==> src/rtl/spi_master_multi.sv <==
// SPI master with CPU register block (DATA/CTRL/DIV/SS), all four SPI modes,
// selectable bit order, programmable SCLK divider and up to eight slave selects.
module spi_master_multi #(
    parameter int         NUM_CS    = 2,
    parameter int         DIV_WIDTH = 8,
    parameter logic [7:0] RESET_DIV = 8'hFF
) (
    input  logic              E,
    input  logic              RESET,
    input  logic              SEL,
    input  logic              RnW,
    input  logic [1:0]        ADDR,
    input  logic [7:0]        DATA_in,
    output logic [7:0]        DATA_out,
    output logic              DATA_oe,
    output logic              SCLK,
    output logic              MOSI,
    input  logic              MISO,
    output logic [NUM_CS-1:0] SS_n,
    output logic              IRQ
);

    typedef enum logic {ST_IDLE, ST_BUSY} state_t;

    state_t                 state_reg;
    logic                   cpha_reg, cpol_reg, lsbf_reg, ie_reg;
    logic                   ovr_reg, done_reg;
    logic [DIV_WIDTH-1:0]   div_reg, div_cnt_reg;
    logic [NUM_CS-1:0]      ss_reg;
    logic [7:0]             tx_reg, rx_shift_reg, rx_reg;
    logic [3:0]             hp_cnt_reg;
    logic                   sclk_reg, mosi_reg;

    logic                   busy, wr_en, rd_en, hp_end, sample_evt;
    logic [2:0]             tx_n, tx_idx, rx_idx;
    logic [7:0]             rx_sampled, ctrl_rd, div_rd, ss_rd;

    assign busy  = (state_reg == ST_BUSY);
    assign wr_en = SEL & ~RnW;
    assign rd_en = SEL & RnW;

    // hp_cnt_reg counts completed half-periods; even count => next edge is leading.
    assign hp_end     = busy && (div_cnt_reg == div_reg);
    assign sample_evt = hp_end && (hp_cnt_reg[0] == cpha_reg);
    assign tx_n       = 3'((hp_cnt_reg + 4'd1) >> 1);
    assign tx_idx     = lsbf_reg ? tx_n : 3'd7 - tx_n;
    assign rx_idx     = lsbf_reg ? hp_cnt_reg[3:1] : 3'd7 - hp_cnt_reg[3:1];

    always_comb begin
        rx_sampled         = rx_shift_reg;
        rx_sampled[rx_idx] = MISO;
    end

    generate
        for (genvar gi = 0; gi < 8; gi++) begin : g_rd_ext
            if (gi < DIV_WIDTH) begin : g_div
                assign div_rd[gi] = div_reg[gi];
            end else begin : g_div_pad
                assign div_rd[gi] = 1'b0;
            end
            if (gi < NUM_CS) begin : g_ss
                assign ss_rd[gi] = ss_reg[gi];
            end else begin : g_ss_pad
                assign ss_rd[gi] = 1'b0;
            end
        end
    endgenerate

    assign ctrl_rd = {busy, done_reg, ovr_reg, 1'b0, ie_reg, lsbf_reg, cpol_reg, cpha_reg};

    always_comb begin
        DATA_out = rx_reg;
        case (ADDR)
            2'd0:    DATA_out = rx_reg;
            2'd1:    DATA_out = ctrl_rd;
            2'd2:    DATA_out = div_rd;
            default: DATA_out = ss_rd;
        endcase
    end

    assign DATA_oe = E & RnW & SEL;
    assign SCLK    = sclk_reg;
    assign MOSI    = mosi_reg;
    assign SS_n    = ~ss_reg;
    assign IRQ     = done_reg & ie_reg;

    always_ff @(negedge E) begin
        if (RESET) begin
            state_reg    <= ST_IDLE;
            cpha_reg     <= 1'b0;
            cpol_reg     <= 1'b0;
            lsbf_reg     <= 1'b0;
            ie_reg       <= 1'b0;
            ovr_reg      <= 1'b0;
            done_reg     <= 1'b0;
            div_reg      <= RESET_DIV[DIV_WIDTH-1:0];
            div_cnt_reg  <= '0;
            ss_reg       <= '0;
            tx_reg       <= 8'h00;
            rx_shift_reg <= 8'h00;
            rx_reg       <= 8'h00;
            hp_cnt_reg   <= 4'd0;
            sclk_reg     <= 1'b0;
            mosi_reg     <= 1'b1;
        end else begin
            if (rd_en && ADDR == 2'd0) done_reg <= 1'b0;
            if (rd_en && ADDR == 2'd1) ovr_reg  <= 1'b0;

            if (wr_en) begin
                case (ADDR)
                    2'd0: begin
                        if (busy) begin
                            ovr_reg <= 1'b1;
                        end else begin
                            state_reg   <= ST_BUSY;
                            tx_reg      <= DATA_in;
                            done_reg    <= 1'b0;
                            div_cnt_reg <= '0;
                            hp_cnt_reg  <= 4'd0;
                            // CPHA=1 presents the first bit only at the first leading edge
                            mosi_reg    <= cpha_reg ? 1'b1 : DATA_in[lsbf_reg ? 0 : 7];
                        end
                    end
                    2'd1: begin
                        ie_reg <= DATA_in[3];
                        if (!busy) begin
                            cpha_reg <= DATA_in[0];
                            cpol_reg <= DATA_in[1];
                            lsbf_reg <= DATA_in[2];
                            sclk_reg <= DATA_in[1];
                        end
                    end
                    2'd2: if (!busy) div_reg <= DATA_in[DIV_WIDTH-1:0];
                    default: ss_reg <= DATA_in[NUM_CS-1:0];
                endcase
            end

            if (busy) begin
                if (hp_end) begin
                    div_cnt_reg <= '0;
                    hp_cnt_reg  <= hp_cnt_reg + 4'd1;
                    if (sample_evt) rx_shift_reg <= rx_sampled;
                    if (hp_cnt_reg == 4'd15) begin
                        state_reg <= ST_IDLE;
                        done_reg  <= 1'b1;
                        sclk_reg  <= cpol_reg;
                        mosi_reg  <= 1'b1;
                        rx_reg    <= sample_evt ? rx_sampled : rx_shift_reg;
                    end else begin
                        sclk_reg <= ~sclk_reg;
                        if (!sample_evt) mosi_reg <= tx_reg[tx_idx];
                    end
                end else begin
                    div_cnt_reg <= div_cnt_reg + 1'b1;
                end
            end
        end
    end

endmodule
==> config.mk <==
export PLATFORM = sky130hd
export DESIGN_NAME = spi_master_multi
export DESIGN_NICKNAME = d
export VERILOG_FILES = /design/src/rtl/spi_master_multi.sv
export SDC_FILE = /design/constraint.sdc
export NUM_CORES = 1
export LEC_CHECK = 0
export ABC_AREA = 0
export BUFFER_PORTS_ARGS = -buffer_cell sky130_fd_sc_hd__clkbuf_2
export CAP_MARGIN = 20
export CORE_AREA = 4 4 106 108
export CTS_BUF_LIST = sky130_fd_sc_hd__clkbuf_2 sky130_fd_sc_hd__clkbuf_4 sky130_fd_sc_hd__clkbuf_8
export CTS_CLUSTER_DIAMETER = 100
export DETAILED_ROUTE_END_ITERATION = 10
export DIE_AREA = 0 0 110 112
export GPL_TIMING_DRIVEN = 1
export SLEW_MARGIN = 20
export SYNTH_ARGS = -nofsm -noshare
export SYNTH_HDL_FRONTEND = slang
export SYNTH_SLANG_ARGS = --single-unit
==> constraint.sdc <==
create_clock -name E -period 1.9 [get_ports E]
set_input_delay 0 -clock E [delete_from_list [all_inputs] [get_ports E]]
set_output_delay 0 -clock E [all_outputs]
set_load 0.05 [all_outputs]
==> impl_metrics.yaml <==
outcome:
  run_status: "complete, but fails checks"
  failed_checks: "negative setup slack"
place:
  port_buffers: 28
  gp_congestion: 0.826
  pre_cts_ws_ns: -0.230
  dpl.cell_count: 537
  dpl_cell_area_sq_um: 3550
  hpwl_um: 5840
worst_setup_path:
  start_kind: "register"
  regToRegStartpoint: "div_rd[4]"
  cp_max_fo: 2
  r2r-end: "rx_reg[6]"
  worstSetupEndpointType: "output port"
  endpoint: "DATA_out[0]"
  crit_arrival_ns: 2.45
  rr_worst_depth: 8
  cp-startpoint: "cpha_reg"
  critPathKind: "reg -> out"
  r2r_setup_slack_ns: -0.16
  required_ns: 1.90
sta:
  worst_pin_slew_ns: 0.569
  clock_skew_ns: 0.0167
  final-setup-viol-count: 29
  hold_viol_final: 0
  maxSlewViolCount: 0
  relSlewSlack_pct: 62.0
  worst_slack_ns: -0.547
  grt_setup_unrepaired: "true"
  tns_ns: -5.30
layout:
  areaGrowthSynthToFinish_pct: 59.8
  final_cell_mix: "buf_4, inv_1, nand2_1"
  layout-drive-gt1-share_pct: 38.4
  fin_nets: 502
  nFillCells: 985
  final_design_area_no_fill_sq_um: 4500
  stdcell_count: 621
  final_common_cell: "buf_4"
  n_antenna_cell: 0
synth:
  avgSynthCellArea_sq_um: 8.35
  synthArstFlopShare_pct: 0
  yosys_warnings: 0
  synthFlopType: "dfxtp_1"
  synth_edf_count: 0
  synth_top_area_share_pct: 39.1
  ys_seq_area_share_pct: 39.1
  synth_top_area_cell: "dfxtp_1"
  netlist_instances: 337
  synth_area_leaders: "dfxtp_1, mux2i_1, nand2_1"
  syn-num-nets: 354
  ys_types: 44
  synth_area_sq_um: 2820
  ys_ff_latch: 55
global_route:
  track_usage_pct: 13.7
  grt_pass1_wl_um: 13500
  grt_max_degree: 28
  grt_pass1_vias: 2944
  antenna_found_initial: 0
  overflow: 0
clocking:
  clkTransAtPathRegs_ns: 0.05
  clk_latency_ns: 0.50
  holdBufCountCts: 0
  cts_tree: "yes"
power_and_ir_drop:
  power_density_nw_per_um2: 627
  p_leak_nw: 2.07
  p_int_mw: 1.87
  switching_share_pct: 33.7
  p_comb_share_pct: 11.9
  seq_power_share_pct: 42.0
  power.total_mw: 2.82
  clkPwrFrac_pct: 46.1
  irDropWorstVdd_mv: 0.437
  p_switching_mw: 0.950
route:
  viasPerCell: 4.70
  drt_iter0_markers: 161
  drtPass1Iterations: 4
  post-route-drc-count: 0
  routed_wl_um: 8410
  dr_total_vias: 2919
  avgRoutedWirePerCell_um: 13.5
  ant_nets: 0
floorplanning:
  die_x_um: 110
  core_sq_um: 10200
  io_pins: 29
  fp-row-count: 37
  die_y_um: 112
  start_util_pct: 27.5
  die-area_sq_um: 12300
run:
  drv_cap: 0
worst_hold_path:
  hold_path.class: "reg -> reg"
[cells in the mapped netlist (all sizes together) (5+ instances only)]
cell    number
dfxtp       55
nand2b       5
nor2        43
a211oi       8
and3         5
o21ai       17
inv          6
xnor2       13
nor2b        5
a21oi       17
clkbuf      13
nand3       25
nor3         6
buf          6
nand2       51
mux2i       27
[worst min path at each step]
| stage | to | depth (start not counted) | from | slack, ns |
|---|---|---|---|---|
| 2_1_floorplan | DATA_oe | 1 | RnW | 0.30 |
| 3_3_place_gp | DATA_oe | 2 | E | 0.39 |
| 3_5_place_dp | DATA_oe | 2 | E | 0.39 |
| 4_1_cts | tx_reg[4] | 2 | tx_reg[4] | 0.45 |
| 5_1_grt | tx_reg[5] | 2 | tx_reg[5] | 0.48 |
| 6_report | tx_reg[7] | 2 | tx_reg[7] | 0.45 |
[logic make-up (layout without fill, tap and decap cells)]
| logic type | Yosys count | after routing | synth area share, % |
|---|---|---|---|
| simple gates | 154 | 154 | 26.4 |
| flops | 55 | 55 | 39.1 |
| compound gates | 50 | 50 | 11.0 |
| mux | 32 | 32 | 12.4 |
| buf+inv | 26 | 174 | 4.09 |
| xor+xnor | 18 | 18 | 6.13 |
| fa+ha+maj | 2 | 2 | 0.889 |
[worst max-delay path: stages, from the launching register on]
cell       delay, ns
dfxtp_2         0.32
mux4_2          0.49
clkbuf_16       0.20
[per-layer routing]
| layer | global-route usage [%] | wire length, um | vias to the layer above |
|---|---|---|---|
| met1 | 17.0 | 3840 | 1369 |
| met5 | 0 | 0 | - |
| met4 | 5.15 | 158 | 0 |
| met2 | 21.4 | 4000 | 85 |
| li1 | - | - | 1448 |
| met3 | 5.04 | 408 | 17 |
[final cells by class]
| type | count | area, sq um | share of cell area (%) |
|---|---|---|---|
| inverter | 6 | 25.0 | 0.556 |
| multi-input combinational | 256 | 1820 | 40.4 |
| tap | 136 | 170 | 3.78 |
| clock inverter | 57 | 221 | 4.92 |
| clock buffer | 9 | 115 | 2.56 |
| sequential | 55 | 1150 | 25.5 |
| timing repair buffer | 102 | 1000 | 22.2 |
[metrics by stage]
step / hold slack, ns / util, %
3_5_place_dp: 0.392 / 34.7
3_3_place_gp: 0.392 / 34.7
4_1_cts: 0.454 / 42.4
5_1_grt: 0.478 / 44.0
2_1_floorplan: 0.295 / -
6_report: 0.455 / 44.0
[power groups by stage]
stage,Sequential (mW),Combinational (mW),Clock [mW]
6_report,1.18,0.337,1.30
5_1_grt,1.18,0.360,1.50
4_1_cts,1.19,0.323,1.37
3_5_place_dp,1.21,0.275,0.211
3_3_place_gp,1.21,0.272,0.211
2_1_floorplan,1.21,0.161,0.206
[what timing repair did]
| action | in CTS | in global routing |
|---|---|---|
| resized for setup | 81 | 32 |
| setup buffers | 12 | 8 |
| endpoints found under the setup margin | 30 | 34 |
| pin swaps | 18 | 16 |
| cloned | 1 | 0 |
Power figures use the tool's default switching activity.
